--- config.mk ---
export PLATFORM = sky130hd
export DESIGN_NAME = q2_write_sequencer
export DESIGN_NICKNAME = d
export VERILOG_FILES = /design/src/rtl/q2_write_sequencer.sv
export SDC_FILE = /design/constraint.sdc
export NUM_CORES = 1
export LEC_CHECK = 0
export ABC_AREA = 1
export BUFFER_PORTS_ARGS = -buffer_cell sky130_fd_sc_hd__buf_2
export CORE_ASPECT_RATIO = 1.2
export CORE_MARGIN = 8
export CORE_UTILIZATION = 45
export CTS_CLUSTER_SIZE = 8
export DETAILED_ROUTE_END_ITERATION = 8
export GPL_TIMING_DRIVEN = 0
export SLEW_MARGIN = 10
export SYNTH_ARGS = -nofsm -noshare
export SYNTH_HDL_FRONTEND = slang
export SYNTH_SLANG_ARGS = --single-unit
--- constraint.sdc ---
create_clock -name clk -period 5.2 [get_ports clk]
set_clock_uncertainty 0.05 [all_clocks]
set_input_delay 0.78 -clock clk [delete_from_list [all_inputs] [get_ports clk]]
set_output_delay 0.78 -clock clk [all_outputs]
set_load 0.05 [all_outputs]
--- src/rtl/q2_write_sequencer.sv ---
// Two-source round-robin feeder that drains buffered words as write pulses.
// Latency: word accepted at edge t -> wr_en during t+1..t+2, rd_en t+2..t+3.
// Backpressure: both readies drop while the FIFO is full, even if it pops.

// Generic synchronous FIFO with occupancy count; head is read combinationally.
// Latency: a pushed word is visible at pop_dat one edge after the push.
// Backpressure: caller must not push when full nor pop when empty.
module q2_sync_fifo #(
    parameter int W     = 17,
    parameter int DEPTH = 4
) (
    input  logic                     clk,
    input  logic                     rst_n,
    input  logic                     push,
    input  logic [W-1:0]             push_dat,
    input  logic                     pop,
    output logic [W-1:0]             pop_dat,
    output logic [$clog2(DEPTH):0]   count,
    output logic                     full,
    output logic                     empty
);
    localparam int AW = $clog2(DEPTH);
    localparam logic [AW:0] FULL_CNT = (AW+1)'(DEPTH);

    logic [W-1:0]  mem [DEPTH];
    logic [AW-1:0] rd_ptr;
    logic [AW-1:0] wr_ptr;

    // Pointers wrap naturally because DEPTH is a power of two.
    always_ff @(posedge clk) begin
        if (!rst_n) begin
            rd_ptr <= '0;
            wr_ptr <= '0;
            count  <= '0;
        end else begin
            if (push) begin
                wr_ptr <= wr_ptr + AW'(1);
            end
            if (pop) begin
                rd_ptr <= rd_ptr + AW'(1);
            end
            if (push && !pop) begin
                count <= count + (AW+1)'(1);
            end else if (pop && !push) begin
                count <= count - (AW+1)'(1);
            end
        end
    end

    always_ff @(posedge clk) begin
        if (push) begin
            mem[wr_ptr] <= push_dat;
        end
    end

    assign pop_dat = mem[rd_ptr];
    assign full    = (count == FULL_CNT);
    assign empty   = (count == '0);
endmodule

// Round-robin arbiter, word FIFO and IDLE/WRITE/READ drain sequencer.
// Latency: 1 cycle from accept to wr_en; drain 1 word/cycle or 1 per 2 cycles.
// Backpressure: src readies follow FIFO full and the round-robin grant only.
module q2_write_sequencer #(
    parameter int DATA_W   = 16,
    parameter int DEPTH    = 4,
    parameter int READBACK = 1
) (
    input  logic                     clk,
    input  logic                     rst_n,
    input  logic [DATA_W-1:0]        src1_data,
    input  logic                     src1_valid,
    output logic                     src1_ready,
    input  logic [DATA_W-1:0]        src2_data,
    input  logic                     src2_valid,
    output logic                     src2_ready,
    output logic [DATA_W-1:0]        wr_data,
    output logic                     wr_src,
    output logic                     wr_en,
    output logic                     rd_en,
    output logic [$clog2(DEPTH):0]   fifo_count
);
    typedef enum logic [1:0] {
        IDLE  = 2'd0,
        WRITE = 2'd1,
        READ  = 2'd2
    } state_t;

    state_t            state;
    state_t            state_nxt;
    logic              last_grant;
    logic              full;
    logic              empty;
    logic              push1;
    logic              push2;
    logic              push;
    logic              pop;
    logic [DATA_W:0]   push_dat;
    logic [DATA_W:0]   head_dat;

    // last_grant holds the id of the last contested winner (0 = src1).
    assign src1_ready = !full && (!src2_valid || last_grant);
    assign src2_ready = !full && (!src1_valid || !last_grant);

    // The ready terms are mutually exclusive under contention, so at most one push.
    assign push1    = src1_valid && src1_ready;
    assign push2    = src2_valid && src2_ready;
    assign push     = push1 || push2;
    assign push_dat = push1 ? {1'b0, src1_data} : {1'b1, src2_data};

    always_ff @(posedge clk) begin
        if (!rst_n) begin
            last_grant <= 1'b1;
        end else if (src1_valid && src2_valid && push) begin
            last_grant <= push2;
        end
    end

    q2_sync_fifo #(
        .W     (DATA_W + 1),
        .DEPTH (DEPTH)
    ) u_fifo (
        .clk      (clk),
        .rst_n    (rst_n),
        .push     (push),
        .push_dat (push_dat),
        .pop      (pop),
        .pop_dat  (head_dat),
        .count    (fifo_count),
        .full     (full),
        .empty    (empty)
    );

    // Every entry into WRITE pops the head, so the pop coincides with the
    // edge that registers wr_data/wr_src.
    always_comb begin
        state_nxt = state;
        pop       = 1'b0;
        case (state)
            IDLE: begin
                if (!empty) begin
                    state_nxt = WRITE;
                end
            end
            WRITE: begin
                if (READBACK != 0) begin
                    state_nxt = READ;
                end else if (!empty) begin
                    state_nxt = WRITE;
                end else begin
                    state_nxt = IDLE;
                end
            end
            READ: begin
                if (!empty) begin
                    state_nxt = WRITE;
                end else begin
                    state_nxt = IDLE;
                end
            end
            default: state_nxt = IDLE;
        endcase
        pop = (state_nxt == WRITE);
    end

    always_ff @(posedge clk) begin
        if (!rst_n) begin
            state   <= IDLE;
            wr_en   <= 1'b0;
            rd_en   <= 1'b0;
            wr_data <= '0;
            wr_src  <= 1'b0;
        end else begin
            state <= state_nxt;
            wr_en <= (state_nxt == WRITE);
            rd_en <= (state_nxt == READ);
            if (pop) begin
                {wr_src, wr_data} <= head_dat;
            end
        end
    end
endmodule

==> results.json <==
{
  "status": "complete, no violations",
  "synth_seq_cells": 96,
  "yosys-top-cells-area": "edfxtp_1 (45%), nand2_1 (13%), dfxtp_1 (12%)",
  "rr_endpoint": "u_fifo.count[2]$_SDFFE_PN0P_",
  "antenna_cells": 0,
  "wire_per_inst_um": 13.5,
  "die-height_um": 125,
  "cts-buffers-inserted": 9,
  "cts-htree-levels": 3,
  "hold_class": "reg2reg",
  "synth_warnings": 0,
  "post_cts_buffers": 0,
  "worst_slack_ns": 2.92,
  "dpl.hpwl_mm": 6.71,
  "drc_errors": 0,
  "finalHoldViolations": 0,
  "synthArstFlopShare_pct": 0,
  "worstSetupPathType": "reg2out",
  "fmax_ghz": 0.438,
  "arrival_ns": 1.45,
  "grt_overflow": 0,
  "yosysTopAreaCell": "edfxtp_1",
  "period_minus_slack_ns": 2.28,
  "place_inst": 699,
  "drt-initial-drc-count": 116,
  "clk_pin_slew_ns": 0.06,
  "fp-row-count": 40,
  "setup_violations": 0,
  "synth_edf_count": 68,
  "grt_pass1_wl_mm": 15.9,
  "cts.sinks": 96,
  "leakage_nw": 2.61,
  "cts_resized": 0,
  "grt_max_degree": 15,
  "ys_seq_area_share_pct": 57.9,
  "place_area_um2": 5040,
  "io_pins": 60,
  "via_count": 3250,
  "top_layer": "met4",
  "rsz0062_at_grt": "no",
  "first_pass_iters": 4,
  "antenna_found_initial": 0,
  "viasPerCell": 4.55,
  "wl_met1_mm": 4.19,
  "synth_nets": 552,
  "cts_buffer_depth": 2,
  "avgSynthCellArea_um2": 8.81,
  "ys_types": 27,
  "vdd_drop_max_mv": 0.180,
  "power_density_nw_per_um2": 594,
  "report.final.slew_viol_count": 0,
  "ys.flop_type": "edfxtp_1",
  "worst_slew_pin_slew_ns": 0.677,
  "rrSetupSlack_ns": 3.16,
  "final_cells": 714,
  "pre_cts_slack_ns": 2.75,
  "clk_latency_ns": 0.34,
  "grtUsageTotal_pct": 15.3,
  "finalWeightedCongestion": 0.752,
  "worst-path-max-fanout": 7,
  "yosysMostFrequentCell": "nand2_1",
  "die-area_um2": 13400,
  "maxCapViolCount": 0,
  "drt_wl_total_mm": 9.63,
  "hold_depth": 1,
  "area_delta_synth_final_pct": 17.9,
  "period_share_pct": 43.9,
  "final_antenna_net_count": 0,
  "portBuffers": 59,
  "holdCritStartpoint": "rd_en$_SDFF_PN0_",
  "wl_met2_mm": 4.70,
  "yosysTopAreaCellShare_pct": 45.5,
  "relSlewSlack_pct": 54.8,
  "drive_gt1_share_pct": 22.4,
  "die_w_um": 107,
  "cts_tree": "built",
  "synthTopCellsByCount": "nand2_1 (150), inv_1 (119), edfxtp_1 (68)",
  "finalPower_mw": 3.15,
  "synthCells": 510,
  "reg2reg_from": "u_fifo.count[0]$_SDFFE_PN0P_",
  "clockRootBuffer": "clkbuf_16",
  "start_util_pct": 45.6,
  "nets": 626,
  "worst_hold_path.endpoint": "rd_en$_SDFF_PN0_",
  "core_um2": 9860,
  "reg2reg_depth": 13,
  "dr_wl_met3_um": 478,
  "mappedNetlistArea_um2": 4490,
  "cts_hold_buf": 0,
  "grt_pass1_vias": 3224,
  "required_ns": 4.37,
  "end_kind": "primary output",
  "finalSetupTns_ns": 0,
  "fin_area_um2": 5290,
  "cp-start-kind": "flop"
}
==> cell families (layout without fill, tap and decap cells) <==
group / count (synthesis) / in the layout / synth area share, %
compound gates: 24 / 24 / 3.62
xor+xnor: 1 / 1 / 0.195
fa+ha+maj: 6 / 6 / 1.84
buf+inv: 140 / 218 / 13.3
flops: 96 / 96 / 57.9
simple gates: 243 / 243 / 23.1
==> placed cells by master (no fill, tap or decap), types with 2 or more instances in the layout <==
master     count
dfxtp_1       28
a21oi_1        4
nor2_2        25
o211ai_1       2
buf_4         10
clkbuf_16      9
buf_8          3
nor2_1        23
nand3_1       39
inv_1        119
clkbuf_1       3
ha_1           5
nand2_1      150
buf_2         64
buf_16         2
nand2_2        2
clkinv_1       3
o21ai_1        7
edfxtp_1      68
o21ai_2       10
==> critical path, cell delays in order, from the launching register on <==
cell     delay, ns
dfxtp_1       0.42
nor2_2        0.09
nand2_2       0.13
inv_1         0.07
a21oi_1       0.12
buf_2         0.28
==> worst max path at each step <==
stage / startpoint / endpoint / slack [ns] / depth (start not counted)
6_report: u_fifo.count[0]$_SDFFE_PN0P_ / src1_ready / 2.92 / 5
5_1_grt: u_fifo.count[0]$_SDFFE_PN0P_ / src2_ready / 2.79 / 5
4_1_cts: u_fifo.count[0]$_SDFFE_PN0P_ / src1_ready / 2.90 / 5
3_5_place_dp: src2_valid / u_fifo.count[1]$_SDFFE_PN0P_ / 2.75 / 8
3_3_place_gp: src1_valid / u_fifo.mem[3][13]$_DFFE_PP_ / 2.23 / 3
2_1_floorplan: u_fifo.count[0]$_SDFFE_PN0P_ / src1_ready / 2.58 / 4
==> state kept, by name, indices dropped and copies added, names as in the netlist <==
register / cells
last_grant: 1
rd_en: 1
state: 1
u_fifo.count: 3
u_fifo.mem: 68
u_fifo.rd_ptr: 2
u_fifo.wr_ptr: 2
wr_data: 16
wr_en: 1
wr_src: 1
==> report_power, final <==
group | internal (mW) | total (mW) | switching, mW
registers | 1.05 | 1.11 | 0.0631
clock network | 0.316 | 0.580 | 0.264
logic | 0.458 | 1.46 | 1.00
==> per-layer routing <==
layer / GRT usage [%] / vias to the layer above
li1: - / 1691
met1: 18.0 / 1473
met2: 25.1 / 70
met3: 3.60 / 16
met4: 7.97 / 0
met5: 0 / -
==> through the flow <==
stage | hold slack (ns) | util [%]
final | 0.367 | 53.7
after global routing | 0.405 | 53.7
after CTS | 0.370 | 53.7
after detailed placement | 0.361 | 51.1
after global placement | 0.356 | 50.2
after floorplan | 0.400 | -
==> final cells by class <==
class	instances	area, um2
tap	126	158
buffer	19	143
multi-input combinational	274	1300
inverter	121	457
sequential	96	2600
timing repair buffer	63	380
clock inverter	5	25.0
fill	912	4570
clock buffer	10	229
Note: power is estimated with default switching activity, not from simulation.
